### src/rtl/btb_storage.sv
// 2-way 8-set BTB array + LRU vector: combinational read, 1-cycle write of LRU refresh and EX-stage training.
// Latency: zero to read, one edge to write. No backpressure: one update and one read commit accepted every cycle.
module btb_storage (
    input  logic         clk,
    input  logic         rst,
    input  logic [2:0]   read_index,
    input  logic         read_hit,
    input  logic         next_LRU_read,
    input  logic         stall,
    input  logic         update_en,
    input  logic [31:0]  update_pc,
    input  logic [31:0]  update_target,
    input  logic         update_taken,
    output logic [127:0] read_set,
    output logic [7:0]   LRU
);

    logic [127:0] r_sets [8];
    logic [7:0]   r_lru;

    logic [2:0]   w_idx;
    logic [26:0]  w_tag;
    logic [127:0] w_cur_set;
    logic [63:0]  w_way1;
    logic [63:0]  w_way2;
    logic         w_hit1;
    logic         w_hit2;
    logic [127:0] w_new_set;
    logic         w_wr_set;
    logic         w_wr_lru;
    logic         w_lru_val;
    logic [7:0]   w_lru_nxt;
    logic         w_unused_pc;

    function automatic logic [1:0] train(input logic [1:0] st, input logic taken);
        logic [1:0] nxt;
        nxt = st;
        case (st)
            2'b00:   nxt = taken ? 2'b01 : 2'b00;
            2'b01:   nxt = taken ? 2'b11 : 2'b00;
            2'b11:   nxt = taken ? 2'b10 : 2'b01;
            default: nxt = taken ? 2'b10 : 2'b11;
        endcase
        return nxt;
    endfunction

    function automatic logic [63:0] train_way(input logic [63:0] way, input logic taken,
                                              input logic [31:0] target);
        logic [63:0] w;
        w       = way;
        w[3:2]  = train(way[3:2], taken);
        w[1:0]  = 2'b00;
        if (taken)
            w[35:4] = target;
        return w;
    endfunction

    assign read_set    = r_sets[read_index];
    assign LRU         = r_lru;
    assign w_unused_pc = ^update_pc[1:0];

    assign w_idx     = update_pc[4:2];
    assign w_tag     = update_pc[31:5];
    assign w_cur_set = r_sets[w_idx];
    assign w_way1    = w_cur_set[127:64];
    assign w_way2    = w_cur_set[63:0];
    assign w_hit1    = w_way1[63] && (w_way1[62:36] == w_tag);
    assign w_hit2    = w_way2[63] && (w_way2[62:36] == w_tag) && !w_hit1;

    always_comb begin
        w_new_set = w_cur_set;
        w_wr_set  = 1'b0;
        w_wr_lru  = 1'b0;
        w_lru_val = 1'b0;
        if (update_en) begin
            if (w_hit1) begin
                w_new_set[127:64] = train_way(w_way1, update_taken, update_target);
                w_wr_set          = 1'b1;
                w_wr_lru          = 1'b1;
                w_lru_val         = 1'b0;
            end else if (w_hit2) begin
                w_new_set[63:0] = train_way(w_way2, update_taken, update_target);
                w_wr_set        = 1'b1;
                w_wr_lru        = 1'b1;
                w_lru_val       = 1'b1;
            end else if (update_taken) begin
                // Allocate into the LRU victim; it then becomes MRU, so the bit flips.
                if (r_lru[w_idx])
                    w_new_set[127:64] = {1'b1, w_tag, update_target, 2'b11, 2'b00};
                else
                    w_new_set[63:0]   = {1'b1, w_tag, update_target, 2'b11, 2'b00};
                w_wr_set  = 1'b1;
                w_wr_lru  = 1'b1;
                w_lru_val = !r_lru[w_idx];
            end
        end
    end

    // Update-side LRU write is applied last so it wins a same-bit collision.
    always_comb begin
        w_lru_nxt = r_lru;
        if (read_hit && !stall)
            w_lru_nxt[read_index] = next_LRU_read;
        if (w_wr_lru)
            w_lru_nxt[w_idx] = w_lru_val;
    end

    always_ff @(posedge clk or posedge rst) begin
        if (rst) begin
            for (int i = 0; i < 8; i++)
                r_sets[i] <= '0;
            r_lru <= '0;
        end else begin
            if (w_wr_set)
                r_sets[w_idx] <= w_new_set;
            r_lru <= w_lru_nxt;
        end
    end

endmodule

### config.mk
export PLATFORM = sky130hd
export DESIGN_NAME = btb_storage
export DESIGN_NICKNAME = d
export VERILOG_FILES = /design/src/rtl/btb_storage.sv
export SDC_FILE = /design/constraint.sdc
export NUM_CORES = 2
export LEC_CHECK = 0
export CORE_ASPECT_RATIO = 0.75
export CORE_MARGIN = 10
export CORE_UTILIZATION = 29
export CTS_CLUSTER_SIZE = 8
export DETAILED_ROUTE_END_ITERATION = 16
export RECOVER_POWER = 50
export SLEW_MARGIN = 30
export SYNTH_ARGS = -nofsm -noshare
export SYNTH_HDL_FRONTEND = slang
export SYNTH_SLANG_ARGS = --single-unit
### constraint.sdc
create_clock -name clk -period 53.4 [get_ports clk]
set_clock_uncertainty 0.15 [all_clocks]
set_input_delay 10.68 -clock clk [delete_from_list [all_inputs] [get_ports clk]]
set_output_delay 10.68 -clock clk [all_outputs]
set_load 0.02 [all_outputs]
==> results.md <==
* Static Leak at between 20 and 30 nW
* Async set-reset flop share out of synthesis at 100%
* CP max FO at roughly 130
* Slowest-stage cell, CP: clkbuf_1
* Total power at 0.00249 W
* Reg2Reg Depth at 11
* Number of synthesized flops with an enable pin at 0
* Share of cells above drive strength 1 at between 10% and 20%
* Post-Syn Instances at 4951
* DR pass1 iterations at 6
* Failing checks: capacitance limit, slew limit
* Number of global-route vias before repair at about 43000
* H-tree depth at 4
* RR Startpoint: r_sets[367]$_DFFE_PP0P_
* Seq/Total Area, Yosys at 47.7%
* Initial DRC Count at 4723
* Crit-path cells: dlygate4sd3_1, clkinvlp_2, clkbuf_1, clkbuf_1, clkbuf_1, clkbuf_1, clkbuf_1
* Vias at 42600
* Die area at approximately 200000 sq um
* R2r endpoint: r_sets[863]$_DFFE_PP0P_
* Post-route cell area at just over 60000 sq um
* DRT antenna net count at 0
* Largest net degree at the start of global routing at ~180
* FP Rows at approximately 140
* Arrival @ worst endpoint at just under 30 ns
* Routability cong. at 0.831
* Period utilization at 54.9%
* Min-delay src: r_sets[165]$_DFFE_PP0P_
* Setup crit end kind: asynchronous set/reset pin
* Worst Hold End: r_sets[165]$_DFFE_PP0P_
* Post-Syn Area per Cell at about 11 sq um
* Worst-skew pair later-pin latency at approximately 0.8 ns
* CTS tree: yes
* Most common cell after layout, fill and taps aside: dfrtp_1
* Total setup buffers inserted after CTS at 0
* Post-Syn Nets at about 5000
* Grt ovf at 0
* CTS root buf: clkbuf_16
* Die W at ~520 microns
* Fin nets at around 5000
* VDD IR max at 0.0292 mV
* Core footprint at between 150000 and 200000 sq um
* Final hold viol count at 0
* Clock sinks at a little over 1000
* Max cap viols at 21
* Post-synth cell types at 67
* Vias/cell at between 5 and 6
* Clock Tree Buf Depth at 3
* Pwr per Cell Area at around 40 nW/um^2
* Critical Path Max Stage Delay at 4.10 ns
* Worst hold path type: reg2reg
* Post-DP Area at ~59000 sq um
* CP Class: in2async
* # DRC at 0
* Die height at ~390 microns
* Status: finished with violations
* Final wirelength at ~200000 microns
* Top delay family on crit path: buffers and inverters
* HPWL after DPL at approximately 110000 microns
* Initial antenna violation count at 17
* WL per Instance at roughly 26 microns
* Total GRT Usage at 18.5%
* Buf/Inv on CP at 7
* Number of gates resized after CTS at 0
* Most used cell, CP: clkbuf_1
* Reg clk slew, reported paths at about 0.05 ns
* Initial core utilization at ~30%
* R2r setup slk at approximately 45 ns
* Crit path required time at between 50 and 60 ns
* First-pass GRT wire length at about 300000 microns
* Hold path depth at 2
* CTS Buf Count at 147
* Final worst slack at 24.06 ns
* Startpoint types: input port
* Fillcell total at between 15000 and 20000
* Fmax at between 30 and 40 MHz
* Yosys warnings at 0
* PortBufs at 207
* Layout area overhead at 15.2%
* Place WS at 27.96 ns
* Hold-fix buffers, CTS at 0
* IO Pins at between 200 and 250
* Most frequent cells in the layout: dfrtp_1, o21ai_0, nand2_1, mux4_2, mux2_2
* Top FF cell, synth: dfrtp_1
* Final setup vio count at 0
* Setup TNS at 0 ns
* Worst rel slew slack at -296%
* Yosys reg bits at around 1000
* Pins Over Slew Limit at roughly 1400
* RSZ-0062 raised after global routing: no
* Mapped Area at ~54000 sq um
* Worst-Margin Slew at between 5 and 6 ns
* Min Tclk post-route at between 20 and 30 ns
==> through the flow <==
step | cells | util, % | hold WS (ns)
after detailed placement | 7309 | 31.5 | 0.335
after floorplan | 4951 | - | 0.309
after CTS | 7476 | 33.6 | 0.345
after global routing | 7482 | 33.6 | 0.368
after global placement | 7307 | 31.5 | 0.324
final | 7483 | 33.6 | 0.347
==> cell usage after synthesis, types with 45 or more instances <==
master    count  area, sq um
a22oi_1     131          983
buf_1        45          169
buf_2       103          515
clkbuf_1    289         1080
dfrtp_1    1032        25800
mux2_2      323         3640
mux2i_1     189         1890
mux4_2      316         7120
nand2_1     892         3350
nor2_1       72          270
o21ai_0     897         4490
o21ai_1      96          480
o221ai_1     96          841
==> kinds of logic after synthesis <==
logic type,Yosys count,synth area share [%]
AO/OA/AOI/OAI,1474,16.3
XOR/XNOR,31,0.502
buffers and inverters,475,3.67
flip-flops,1032,47.7
multiplexers,830,23.4
AND/OR/NAND/NOR,1109,8.44
==> sequential cells by signal (all words and copies together), names as in the netlist <==
signal,count
LRU,8
r_sets,1024
==> report_power, final <==
group	total, W	switching, W	internal (W)
Clock	0.000844	0.000344	0.000501
Sequential	0.00106	0.000124	0.000938
Combinational	0.000585	0.000320	0.000265
Total	0.00249	0.000788	0.00170
==> worst max-delay path by stage <==
stage / slack (ns) / to / cells past startpoint / from
6_report: 24.06 / r_sets[158]$_DFFE_PP0P_ / 7 / rst
5_1_grt: 20.31 / r_sets[158]$_DFFE_PP0P_ / 7 / rst
4_1_cts: 27.96 / read_set[102] / 6 / read_index[0]
3_5_place_dp: 27.96 / read_set[102] / 6 / read_index[0]
3_3_place_gp: 27.66 / read_set[104] / 6 / read_index[0]
2_1_floorplan: 13.53 / LRU[0]$_DFF_PP0_ / 1 / rst
==> routing by layer <==
metal,vias to the layer above,global-route usage [%],part of all wire [%]
met5,-,0,0.036
met4,12,8.09,4.5
met3,494,5.01,8.9
met2,2054,28.5,45
met1,21696,24.5,42
li1,18344,-,-
==> tightest hold or removal path, stage by stage, from the launching register on <==
cell and delay, ns:
dfrtp_1 0.35, nand2_1 0.05, o21ai_0 0.06
==> cell type report <==
type / count / area [sq um] / share of cell area [%]
tap: 2502 / 3130 / 5.02
sequential: 1032 / 25800 / 41.4
clock buffer: 156 / 3830 / 6.14
timing repair buffer: 310 / 2860 / 4.58
inverter: 25 / 95.1 / 0.152
clock inverter: 11 / 126 / 0.203
antenna: 3 / 7.51 / 0.0120
multi-input combinational: 3444 / 26500 / 42.5
Power figures use the tool's default switching activity.
